File: config.mk
export PLATFORM = sky130hd
export DESIGN_NAME = clkdiv_bank
export DESIGN_NICKNAME = d
export VERILOG_FILES = /design/src/rtl/clkdiv_bank.sv
export SDC_FILE = /design/constraint.sdc
export NUM_CORES = 2
export LEC_CHECK = 0
export ABC_AREA = 0
export BUFFER_PORTS_ARGS = -buffer_cell sky130_fd_sc_hd__clkbuf_2
export CORE_MARGIN = 2
export CORE_UTILIZATION = 30
export CTS_CLUSTER_DIAMETER = 120
export DETAILED_ROUTE_END_ITERATION = 12
export GPL_TIMING_DRIVEN = 0
export PLACE_DENSITY = 0.41
export SLEW_MARGIN = 20
export SYNTH_ARGS = -nofsm -noshare
export SYNTH_HDL_FRONTEND = slang
export SYNTH_SLANG_ARGS = --single-unit
File: constraint.sdc
create_clock -name clock_in -period 6.6 [get_ports clock_in]
set_input_delay 0.33 -clock clock_in [delete_from_list [all_inputs] [get_ports clock_in]]
set_output_delay 0.33 -clock clock_in [all_outputs]
set_load 0.03 [all_outputs]
File: src/rtl/clkdiv_bank.sv
// Bank of independent programmable clock dividers with glitch-free, boundary-synchronised
// reprogramming through a per-channel shadow divisor/high-time pair.
module clkdiv_bank #(
  parameter int unsigned             CHANNELS        = 4,
  parameter int unsigned             WIDTH           = 28,
  parameter logic [WIDTH-1:0]        DEFAULT_DIVISOR = 28'd107296
) (
  input  logic                clock_in,
  input  logic                reset_n,
  input  logic [CHANNELS-1:0] enable,
  input  logic                load,
  input  logic [3:0]          load_ch,
  input  logic [WIDTH-1:0]    load_div,
  input  logic [WIDTH-1:0]    load_high,
  output logic [CHANNELS-1:0] clock_out,
  output logic [CHANNELS-1:0] tick,
  output logic [CHANNELS-1:0] pending,
  output logic                load_err
);

  localparam logic [WIDTH-1:0] DEFAULT_HIGH = DEFAULT_DIVISOR >> 1;

  logic             accept;
  logic [WIDTH-1:0] high_new;

  always_comb begin
    accept = load && (32'(load_ch) < CHANNELS) && (load_div >= WIDTH'(2));
  end

  always_comb begin
    high_new = load_high;
    if (load_high == '0)
      high_new = WIDTH'(1);
    else if (load_high > load_div - WIDTH'(1))
      high_new = load_div - WIDTH'(1);
  end

  always_ff @(posedge clock_in or negedge reset_n) begin
    if (!reset_n) load_err <= 1'b0;
    else          load_err <= load && !accept;
  end

  for (genvar i = 0; i < CHANNELS; i++) begin : g_ch
    logic [WIDTH-1:0] cnt, div_q, high_q, div_sh, high_sh;
    logic             run, co, tk, pend;
    logic             sel, live, wrap;

    always_comb begin
      sel  = accept && (load_ch == 4'(i));
      // run delays the first counting edge by one so a freshly enabled channel starts cleanly at cnt = 0
      live = enable[i] && run;
      wrap = (cnt == div_q - WIDTH'(1));
    end

    always_ff @(posedge clock_in or negedge reset_n) begin
      if (!reset_n) begin
        cnt     <= '0;
        div_q   <= DEFAULT_DIVISOR;
        div_sh  <= DEFAULT_DIVISOR;
        high_q  <= DEFAULT_HIGH;
        high_sh <= DEFAULT_HIGH;
        pend    <= 1'b0;
        run     <= 1'b0;
        co      <= 1'b0;
        tk      <= 1'b0;
      end else begin
        run <= enable[i];
        if (!live) begin
          cnt <= '0;
          co  <= 1'b0;
          tk  <= 1'b0;
          if (sel) begin
            div_q   <= load_div;
            div_sh  <= load_div;
            high_q  <= high_new;
            high_sh <= high_new;
            pend    <= 1'b0;
          end else if (pend) begin
            div_q  <= div_sh;
            high_q <= high_sh;
            pend   <= 1'b0;
          end
        end else begin
          co <= (cnt < high_q);
          tk <= (cnt == '0);
          if (wrap) begin
            cnt <= '0;
            if (pend) begin
              div_q  <= div_sh;
              high_q <= high_sh;
            end
          end else begin
            cnt <= cnt + WIDTH'(1);
          end
          // a load on the boundary edge lands in the shadow after the old shadow was consumed
          if (sel) begin
            div_sh  <= load_div;
            high_sh <= high_new;
            pend    <= 1'b1;
          end else if (wrap) begin
            pend <= 1'b0;
          end
        end
      end
    end

    assign clock_out[i] = co;
    assign tick[i]      = tk;
    assign pending[i]   = pend;
  end

endmodule

# Yosys cells after proc, flatten, opt, wreduce, memory -nomap -nowiden
# Cells that the tools add are included.
# classes
n_addsub,9
n_lt_le_gt_ge,7
n_eq_ne,15
mux,62
n_reduce_logical,18
# ops
cell,count
$mux W28,42
$logic_not A28 Y1,5
$sub A28 B1 Y28 const B,5
$add A28 B1 Y28 const B,4
$eq A28 B28 Y1,4
$lt A28 B28 Y1,4
$ge A28 B2 Y1 const B,1
$gt A28 B28 Y1,1
$mux W1,20
$ne A3 B2 Y1 const B,4
$logic_and A1 B1 Y1,11
$eq A4 B2 Y1 const B,2
$ne A2 B1 Y1 const B,4
$eq A4 B1 Y1 const B,1
$logic_not A4 Y1,1
$lt A4 B3 Y1 const B,1
$logic_not A1 Y1,1
# word_totals
reg_bits,577
out_inout_bits,13
word_cells,148

# Depth between registers and ports, before layout
# depth
depth_word,6
ltp_mapped,21
depth_no_buf,18

# Worst setup path after synthesis
# OpenSTA, ideal clock, no wires.
# synth_timing
path_type,input-to-reg
startpoint,input load_div[0]
endpoint,register g_ch[2].high_q[11]
t_arrival_ps,4696
path_slack_ps,1764
path_stages,19
path_buffers,3
cell_sequence,inv_1 -> ha_1 -> nor3b_1 -> and3_1 -> clkbuf_1 -> nand2_1 -> or4_1 -> xor2_1 -> ha_1 -> nand4_1 -> nor4_1 -> and2_1 -> o22ai_1 -> nor2_1 -> clkbuf_1 -> clkbuf_1 -> mux2_2 -> o22ai_1 -> a22oi_1
# synth_via
elab_chain_cells,6
word_cells_on_any_way,9
cone_classes,add/sub (1); order compare (2); mux (4); reduce/logical (2)
# synth_rtl
element,line,text
from (decl),13,"input logic [WIDTH-1:0] load_div,"
$sub A28 B1 Y28,"34, 35",
$gt A28 B28 Y1,34,else if (load_high > load_div - WIDTH'(1))
$mux W28,34,
$mux W28,32,if (load_high == '0)
$mux W28 (*),72,if (sel) begin
$mux W28 (*),68,if (!live) begin
to (signal assigned),75,high_q <= high_new;
to (signal assigned),80,high_q <= high_sh;
to (signal assigned),90,high_q <= high_sh;
to (decl),44,"logic [WIDTH-1:0] cnt, div_q, high_q, div_sh, high_sh;"
# Mark *: on every way between the ends. The rest lies on a longest branch, timed or not.
# A chain may end at the register's enable or synchronous reset.

# Worst setup path after layout
# layout_timing
startpoint,input load_div[0]
endpoint,register g_ch[1].high_q[10]
# layout_via
elab_chain_cells,6
word_cells_on_any_way,9
cone_classes,add/sub (1); order compare (2); mux (4); reduce/logical (2)
# layout_rtl
element,line
$sub A28 B1 Y28,"34, 35"
$gt A28 B28 Y1,34
$mux W28,34
$mux W28,32
$mux W28 (*),72
$mux W28 (*),68
to (signal assigned),75
to (signal assigned),80
to (signal assigned),90
to (decl),44
# Marks and branches as above.

==> flow_metrics.env <==
export IMPL_dieWidth_um=335
export IMPL_total_of_flip_flops_plus_latches_after_synthesis=577
export IMPL_proportion_of_synthesized_flip_flops_having_asynchronous_set_or_reset_pct=100
export IMPL_crit_arrival_ns=7.19
export IMPL_rr_worst_depth=12
export IMPL_ir_worst_vdd_mv=0.189
export IMPL_max_clk_rate_ghz=0.150
export IMPL_setup_ws_ns=-0.0522
export IMPL_first_pass_iters=6
export IMPL_holdCritPathClass="in2reg"
export IMPL_leakagePower_nw=16.2
export IMPL_totalNegativeSetupSlack_ns=-0.0731
export IMPL_synthesis_nets=3701
export IMPL_leading_post_synthesis_cells_by_instance_count="sky130_fd_sc_hd__dfrtp_1 (481), sky130_fd_sc_hd__nand2_1 (417), sky130_fd_sc_hd__o21ai_0 (232)"
export IMPL_cap_viol_max_count=0
export IMPL_filler_cell_count=11100
export IMPL_placement_io_buffers=75
export IMPL_routed_top_layer="met5"
export IMPL_fin_crit_sh_pct=101
export IMPL_power_share_sequential_pct=41.6
export IMPL_number_of_standard_cell_rows_in_the_floorplan=121
export IMPL_postSynthAreaPerCell_sq_um=9.41
export IMPL_yosysUniqueCellTypes=84
export IMPL_ff2ff_setup_slack_ns=2.12
export IMPL_synthFlopType="sky130_fd_sc_hd__dfrtp_1"
export IMPL_setup_viol_count_final=3
export IMPL_cts_buffers=75
export IMPL_violations_in_the_final_reports="setup timing"
export IMPL_m1WireLength_um=59900
export IMPL_tritoncts="built"
export IMPL_grt_pass1_vias=27400
export IMPL_route_detailed_vias_per_inst=5.38
export IMPL_timing_hold_ws_ns=0.165
export IMPL_power_share_switching_pct=31.3
export IMPL_areaGrowthSynthToFinish_pct=16.2
export IMPL_ys_warnings_count=0
export IMPL_result_of_the_run="finished with violations"
export IMPL_power_switching_mw=3.70
export IMPL_globalRouteOverflowTotal=0
export IMPL_internal_power_mw=8.12
export IMPL_drt_iter0_drc=2261
export IMPL_timing_critical_path_fanout_max=10
export IMPL_clock_power_share_pct=37.9
export IMPL_post_route_cells_drive_above_1_share_pct=13.8
export IMPL_power_density_mw_per_mm2=310
export IMPL_groute_usage_overall_pct=23.4
export IMPL_nNetsFinal=3873
export IMPL_post_route_cell_area_sq_mm=0.0381
export IMPL_min_period_ns=6.65
export IMPL_remaining_antenna_violation_count_after_routing=0
export IMPL_grt_start_max_net_pins=78
export IMPL_clkLatencyLatePin_ns=0.65
export IMPL_syn_cell_area_sq_mm=0.0328
export IMPL_initial_core_util_pct=30.2
export IMPL_tightestPinTransition_ns=1.19
export IMPL_num_io_pins=80
export IMPL_critical_path_reg2reg_endpoint="g_ch[1].high_q[26]$_DFFE_PN0P_"
export IMPL_slowest_stage="sky130_fd_sc_hd__a21oi_1"
export IMPL_grt_setup_unrepaired="false"
export IMPL_post_synthesis_cell_count=3484
export IMPL_critPathKind="in2reg"
export IMPL_cts_root_to_sink_buffers=3
export IMPL_drcViolationCount=0
export IMPL_place_gp_congestion=0.954
export IMPL_hp_start="load_ch[3]"
export IMPL_fp_coreArea_sq_mm=0.109
export IMPL_critPathCaptureType="register"
export IMPL_synth_top_area_share_pct=36.7
export IMPL_detail_route_wl_per_cell_um=25.6
export IMPL_met2RoutedLength_um=59700
export IMPL_crit_required_ns=7.13
export IMPL_routed_wl_um=131000
export IMPL_seq_area_frac_synth_pct=44.4
export IMPL_hold_path_cell_count=4
export IMPL_dpl_cell_area_sq_mm=0.0353
export IMPL_fin_skew_ns=0.0300
export IMPL_cp_slowest_stage_delay_ns=0.67
export IMPL_via_count=27600
export IMPL_yosys_cell_count_top_type="sky130_fd_sc_hd__dfrtp_1"
export IMPL_cp_start_kind="input port"
export IMPL_library_cell_appearing_most_often_on_the_critical_path="sky130_fd_sc_hd__clkbuf_2"
export IMPL_antenna_found_initial=9
export IMPL_detailroute_wirelength_met3_um=9060
export IMPL_power_share_combinational_pct=20.5
export IMPL_cts_reportedPaths_clkPinSlew_ns=0.06
export IMPL_global_route_wire_length_before_repair_um=192000
export IMPL_synth_largest_area_cell="sky130_fd_sc_hd__dfrtp_1"
export IMPL_height_of_the_chip_um=335
export IMPL_clock_root_buffer="sky130_fd_sc_hd__clkbuf_16"
export IMPL_regToRegStartpoint="g_ch[1].div_q[0]$_DFFE_PN0P_"
export IMPL_worstHoldEndpoint="load_err$_DFF_PN0_"
export IMPL_final_hold_fails=0
export IMPL_htree_levels=3
export IMPL_timing_slew_headroom_pct=20.9
export IMPL_numClockSinks=577
export IMPL_hpwl_um=97200
export IMPL_synth_top_cells_by_area="sky130_fd_sc_hd__dfrtp_1 (37%), sky130_fd_sc_hd__dfstp_2 (7.7%), sky130_fd_sc_hd__ha_1 (5.7%)"
export IMPL_timing_final_max_slew_violations=0
export IMPL_floorplan_die_area_sq_mm=0.112
export IMPL_cp_cell_sequence="clkbuf_2 -> clkinvlp_4 -> ha_1 -> nor3b_1 -> and3_1 -> clkbuf_1 -> nand2_1 -> or4_1 -> xor2_1 -> ha_1 -> nand4_1 -> nor4_1 -> and2_1 -> o22ai_1 -> nor2_1 -> clkbuf_2 -> clkbuf_2 -> nor2_1 -> a21oi_1 -> o21ai_0 -> a22o_1"
export IMPL_synth_edf_count=0
==> metal layers <==
layer	global-route usage, %	vias up
met5	0	-
met4	5.38	4
met3	4.36	154
met2	36.9	756
met1	33.0	13800
li1	-	12900
==> power groups by stage <==
stage / Clock [mW] / Combinational (mW) / Sequential [mW]
6_report: 4.48 / 2.43 / 4.91
4_1_cts: 4.59 / 2.43 / 4.91
3_5_place_dp: 0 / 2.41 / 4.97
5_1_grt: 4.74 / 2.70 / 5.01
2_1_floorplan: 0 / 1.66 / 4.77
3_3_place_gp: 0 / 2.35 / 4.98
==> metrics by stage <==
stage	util, %	std cells	power (mW)	setup slack (ns)
3_3_place_gp	32.2	4973	7.33	-9.93
2_1_floorplan	-	3484	6.42	1.76
3_5_place_dp	32.5	4987	7.38	-1.36
6_report	35.1	5135	11.8	-0.0522
5_1_grt	35.1	5131	12.5	0.0144
4_1_cts	35.0	5131	11.9	0.0438
==> flip-flops by register name, indices dropped and copies added, names as in the netlist <==
register,cells
g_ch.high_q,112
g_ch.run,4
g_ch.div_sh,112
load_err,1
g_ch.co,4
g_ch.pend,4
g_ch.div_q,112
g_ch.high_sh,112
g_ch.tk,4
g_ch.cnt,112
==> worst max-delay path, delay by kind of cell <==
kind	cells	cell delay, ns
XOR/XNOR	1	0.18
AO/OA/AOI/OAI	4	1.39
AND/OR/NAND/NOR	9	2.73
buffers and inverters	5	1.84
adder cells (fa/ha/maj)	2	0.67
==> cell usage in the layout, fill, tap and decap left out, types with 117 or more instances in the layout <==
master,count
sky130_fd_sc_hd__clkbuf_1,195
sky130_fd_sc_hd__dfrtp_1,481
sky130_fd_sc_hd__ha_1,150
sky130_fd_sc_hd__inv_1,161
sky130_fd_sc_hd__nand2_1,417
sky130_fd_sc_hd__nor2_1,221
sky130_fd_sc_hd__o21ai_0,225
sky130_fd_sc_hd__o22ai_1,120
sky130_fd_sc_hd__xnor2_1,134
sky130_fd_sc_hd__xor2_1,117
==> cells by family after synthesis <==
kind of cell               Yosys count  share of synthesized area, %
DFF                                577                          44.4
adders and majority gates          150                          5.73
xor gates and xnor gates           251                          6.71
buffers and inverters              401                          4.88
AOI/OAI and AO/OA                  810                          16.9
and+or+nand+nor                   1195                          18.0
muxes                              100                          3.37
==> how the worst max path moves through the flow <==
stage                 from                        endpoint  slack (ns)  cells after the start
2_1_floorplan  load_div[0]  g_ch[2].high_q[11]$_DFFE_PN0P_        1.76                     19
3_3_place_gp       reset_n       g_ch[0].cnt[26]$_DFF_PN0_       -9.93                      1
3_5_place_dp   load_div[0]  g_ch[3].high_q[21]$_DFFE_PN0P_       -1.36                     21
4_1_cts        load_div[4]   g_ch[3].high_q[8]$_DFFE_PN1P_        0.04                     19
5_1_grt        load_div[0]  g_ch[1].high_q[10]$_DFFE_PN0P_        0.01                     21
6_report       load_div[0]  g_ch[1].high_q[10]$_DFFE_PN0P_       -0.05                     21
==> area by class of cell <==
cell class / instances / area, sq um / area share, %
Multi-Input combinational cell: 2506 / 16700 / 43.9
Antenna cell: 4 / 10.0 / 0.0263
Clock inverter: 30 / 449 / 1.18
Buffer: 239 / 1000 / 2.64
Sequential cell: 577 / 14600 / 38.2
Clock buffer: 108 / 2220 / 5.84
Tap cell: 1414 / 1770 / 4.65
Timing Repair Buffer: 95 / 721 / 1.89
Inverter: 162 / 612 / 1.61
==> timing repair <==
action	4_1_cts	5_1_grt
buffers inserted	0	0
gates resized for setup	6	15
setup endpoints to repair	72	56
hold buffers	6	0
endpoints found under the hold margin	52	0
(Power assumes the default switching activity.)
